===== src/rtl/squarer_rr_sched.sv =====
// Round-robin scheduler that time-shares one combinational 5-bit squarer among NREQ
// requesters and returns each registered square tagged with the owning requester index.
module squarer_rr_sched #(
  parameter int unsigned NREQ = 4,
  parameter int unsigned IDW  = 2
) (
  input  logic              clk,
  input  logic              rst_n,
  input  logic [NREQ-1:0]   req_valid,
  input  logic [5*NREQ-1:0] req_a,
  output logic [NREQ-1:0]   req_ready,
  output logic [4:0]        sq_a,
  input  logic [9:0]        sq_p,
  output logic              res_valid,
  output logic [9:0]        res_p,
  output logic [IDW-1:0]    res_id,
  input  logic              res_ready,
  output logic              busy
);

  typedef enum logic [1:0] {StIdle, StCalc, StDone} state_e;

  state_e         state_q, state_d;
  logic [4:0]     op_q, op_d;
  logic [IDW-1:0] id_q, id_d;
  logic [IDW-1:0] last_q, last_d;
  logic [9:0]     res_p_q, res_p_d;
  logic [IDW-1:0] res_id_q, res_id_d;
  logic           res_valid_q, res_valid_d;

  logic found;
  int   grant_idx;
  int   cand;
  logic accept;

  // Search starts just after the last grant so every valid requester is reached
  // within NREQ grants.
  always_comb begin
    found     = 1'b0;
    grant_idx = 0;
    cand      = 0;
    for (int k = 1; k <= int'(NREQ); k++) begin
      cand = int'(last_q) + k;
      if (cand >= int'(NREQ)) cand = cand - int'(NREQ);
      if (!found && req_valid[cand]) begin
        found     = 1'b1;
        grant_idx = cand;
      end
    end
  end

  assign accept = (state_q == StIdle) && found && rst_n;

  always_comb begin
    req_ready = '0;
    if (accept) req_ready[grant_idx] = 1'b1;
  end

  always_comb begin
    state_d     = state_q;
    op_d        = op_q;
    id_d        = id_q;
    last_d      = last_q;
    res_p_d     = res_p_q;
    res_id_d    = res_id_q;
    res_valid_d = res_valid_q;
    unique case (state_q)
      StIdle: begin
        if (accept) begin
          op_d    = req_a[5*grant_idx +: 5];
          id_d    = grant_idx[IDW-1:0];
          last_d  = grant_idx[IDW-1:0];
          state_d = StCalc;
        end
      end
      StCalc: begin
        res_p_d     = sq_p;
        res_id_d    = id_q;
        res_valid_d = 1'b1;
        state_d     = StDone;
      end
      StDone: begin
        if (res_ready) begin
          res_valid_d = 1'b0;
          state_d     = StIdle;
        end
      end
      default: state_d = StIdle;
    endcase
  end

  always_ff @(posedge clk or negedge rst_n) begin
    if (!rst_n) begin
      state_q     <= StIdle;
      op_q        <= '0;
      id_q        <= '0;
      last_q      <= IDW'(NREQ - 1);
      res_p_q     <= '0;
      res_id_q    <= '0;
      res_valid_q <= 1'b0;
    end else begin
      state_q     <= state_d;
      op_q        <= op_d;
      id_q        <= id_d;
      last_q      <= last_d;
      res_p_q     <= res_p_d;
      res_id_q    <= res_id_d;
      res_valid_q <= res_valid_d;
    end
  end

  assign sq_a      = op_q;
  assign res_valid = res_valid_q;
  assign res_p     = res_p_q;
  assign res_id    = res_id_q;
  assign busy      = (state_q != StIdle);

endmodule


===== config.mk =====
export PLATFORM = sky130hd
export DESIGN_NAME = squarer_rr_sched
export DESIGN_NICKNAME = d
export VERILOG_FILES = /design/src/rtl/squarer_rr_sched.sv
export SDC_FILE = /design/constraint.sdc
export NUM_CORES = 1
export LEC_CHECK = 0
export CORE_ASPECT_RATIO = 1.75
export CORE_MARGIN = 4
export CORE_UTILIZATION = 37
export CTS_CLUSTER_SIZE = 12
export DETAILED_ROUTE_END_ITERATION = 8
export GPL_TIMING_DRIVEN = 0
export PLACE_DENSITY_LB_ADDON = 0.05
export REMOVE_ABC_BUFFERS = 1
export SLEW_MARGIN = 20
export SYNTH_ARGS = -nofsm -noshare
export SYNTH_HDL_FRONTEND = slang
export SYNTH_SLANG_ARGS = --single-unit

===== constraint.sdc =====
create_clock -name clk -period 6.4 [get_ports clk]
set_clock_uncertainty 0.15 [all_clocks]
set_input_delay 1.6 -clock clk [delete_from_list [all_inputs] [get_ports clk]]
set_output_delay 1.6 -clock clk [all_outputs]
set_load 0.01 [all_outputs]

==> impl_metrics.toml <==
[sta]
timing_worst_slew_pin_value_ns = 0.808
rsz0062_at_grt = "false"
fmax_mhz = 161
setup_slack_ns = 0.178
min_period_ns = 6.22
hold_viol_final = 0
maxSlewHeadroom_pct = 46.1
setup_viol = 0
drv_slew = 0
fin_crit_sh_pct = 97.2

[setup_path]
rrSetupSlack_ns = 0.53
worstPathRequired_ns = 4.65
cp-start-kind = "input port"
r2r_end = "sq_a[3]"
path_delay_family = "buffers and inverters"
slowest_delay_ns = 0.63
path_cells = "clkdlybuf4s50_1, mux4_2, nand2b_1, a21oi_2, nor2_4, buf_4, nor3_1, clkdlybuf4s50_1"
cp-end-kind = "output pin"
slowest_stage = "mux4_2"
worst-setup-path-type = "in2out"
rr_worst_depth = 15
worst-path-buf-inv = 3
startpoint = "req_valid[2]"
cpMostUsedCell = "clkdlybuf4s50_1"
r2r-start = "last_q[0]"
arrival_ns = 4.47
cp_max_fo = 12

[global_routing]
grt.met1_usage_pct = 20.8
grt_pass1_wl_um = 13600
first_global_vias = 2690
busiest_layer = "met2"
antenna_found_initial = 0
grt.total_usage_pct = 19.2
overflow = 0
met2_usage_pct = 34.8
grt_max_degree = 43
grt_util_met3_pct = 1.31

[clock_network]
cts.sinks = 24
hold_buffers = 0
cts_tree = "built"
clock_path_buffers = 2
cts-root-buf = "clkbuf_16"
clk_pin_slew_worst_paths_ns = 0.06
cts_made_buffers = 3
insertion_delay_ns = 0.26
cts_htree_levels = 1

[floorplan]
core_area_um2 = 7230
die_y_um = 122
die_area_um2 = 8970
start_util_pct = 38.2
rows = 41
ioPinCount = 60
dieWidth_um = 73.3

[power_and_ir_drop]
peakVddDrop_v = 0.000327
p_leak_uw = 0.00143
power_density_nw_per_um2 = 630

[hold_path]
hp-class = "reg2reg"
holdPathStages = 1
holdCritStartpoint = "id_q[1]"
min_to = "id_q[1]"

[finish]
syn_to_final_growth_pct = 25.8
num-nets-final = 404
layout-drive-gt1-share_pct = 15.9
num_antenna_cells = 0
final_cells = 444

[synthesis]
postSynthCellCount = 318
synth_area_per_cell_um2 = 8.69
synth-edff-count = 0
ys_seq_area_share_pct = 21.8
syn_area_um2 = 2760
synth_flop_cell = "dfrtp_1"
ys_ff_latch = 24
yosys_warnings = 0
yosysUniqueCellTypes = 72
async_flop_share_pct = 100

[route]
wl_per_cell_um = 19.0
num_vias = 2664
dr.first_iter.drc_count = 111
post-route-drc-count = 0
routed_via_density = 6.00
first_pass_iters = 4
drt-total-wl_um = 8440
postRouteAntennaNets = 0

[place]
dp_hpwl_um = 6650
place_ws_ns = -0.842
place_congestion = 0.910
placedCellCount = 437
port_buffers = 59

[outcome]
status = "complete, no violations"

[flow_run]
max_cap_violations = 0
==> layout by cell type, fill, tap and decap left out, drive strengths merged, types with 5 or more instances in the layout <==
cell type	Yosys	layout
clkdlybuf4s50	0	57
nor2	32	32
mux2i	23	23
nand2	22	22
dfrtp	22	22
mux2	20	20
inv	16	16
o21ai	16	16
a21oi	15	15
nor3	9	9
mux4	7	7
ha	7	7
a211oi	6	6
a31oi	6	6
nor2b	5	5
buf	14	5
==> where the power goes <==
| group | switching [uW] | internal [uW] | leakage (uW) |
|---|---|---|---|
| logic | 926 | 758 | 0.00110 |
| registers | 92.8 | 237 | 0.000277 |
| clock network | 52.2 | 124 | 0.0000511 |
| total | 1070 | 1120 | 0.00143 |
==> logic make-up (layout without fill, tap and decap cells) <==
kind of cell | count (synthesis) | count (layout) | share of synthesized area (%)
DFF | 24 | 24 | 21.8
adders and majority gates | 8 | 8 | 3.89
and+or+nand+nor | 99 | 99 | 18.6
xor gates and xnor gates | 1 | 1 | 0.317
buffers and inverters | 43 | 83 | 8.15
muxes | 50 | 50 | 22.2
AOI/OAI and AO/OA | 93 | 93 | 25.1
==> synthesized netlist by cell type (all sizes together) (7+ instances only) <==
cell | number | area [um^2]
o21ai | 16 | 80.1
a21oi | 15 | 78.8
ha | 7 | 87.6
nor2 | 32 | 125
dfrtp | 22 | 551
mux2 | 20 | 225
clkbuf | 13 | 48.8
inv | 16 | 60.1
mux2i | 23 | 230
mux4 | 7 | 158
buf | 14 | 116
nand2 | 22 | 82.6
nor3 | 9 | 45.0
==> metal layers <==
| layer | up-vias | share of wire, % | wire, um |
|---|---|---|---|
| met3 | 24 | 4.3 | 367 |
| met4 | 0 | 5.3 | 446 |
| met1 | 1252 | 37 | 3140 |
| met5 | - | 0 | 0 |
| li1 | 1291 | - | - |
| met2 | 97 | 53 | 4490 |
==> worst reg2reg max path, delay by kind of cell (launching register included) <==
kind / cells / cell delay, ns
AO/OA/AOI/OAI: 5 / 1.29
AND/OR/NAND/NOR: 6 / 1.47
flip-flops: 1 / 1.05
buffers and inverters: 1 / 0.44
multiplexers: 1 / 0.35
adder cells (fa/ha/maj): 2 / 1.06
==> flip-flops by register name, indices dropped and copies added, names as in the netlist <==
signal     flops
id_q           2
last_q         2
res_id         2
res_p         10
res_valid      1
sq_a           5
state_q        2
==> timing repair <==
| item | in CTS | in global routing |
|---|---|---|
| pin swaps | 1 | 0 |
| setup endpoints to repair | 9 | 5 |
| resized for setup | 6 | 3 |
| setup buffers | 2 | 1 |
==> final cells by class <==
| class | count | area (um^2) |
|---|---|---|
| Clock buffer | 3 | 75.1 |
| Clock inverter | 1 | 30.0 |
| Fill cell | 718 | 3750 |
| Inverter | 16 | 60.1 |
| Multi-Input combinational cell | 251 | 1980 |
| Sequential cell | 24 | 603 |
| Tap cell | 86 | 108 |
| Timing Repair Buffer | 63 | 622 |
==> stage by stage <==
stage	power (uW)	cell area [um^2]	setup TNS, ns	hold slack [ns]	util, %
floorplan	1420	2600	0	0.309	-
global placement	1930	3300	-5.94	0.334	45.6
detailed placement	1950	3320	-4.53	0.337	45.9
CTS	2180	3460	0	0.351	47.9
global route	2350	3480	0	0.369	48.1
finish	2190	3480	0	0.345	48.1
==> worst max-delay path by stage <==
stage                         to  depth (start not counted)
global route        req_ready[3]                          8
floorplan                sq_a[3]                         12
CTS                 req_ready[3]                          8
global placement         sq_a[3]                         13
detailed placement       sq_a[3]                         14
finish              req_ready[3]                          8
Power figures use the tool's default switching activity.
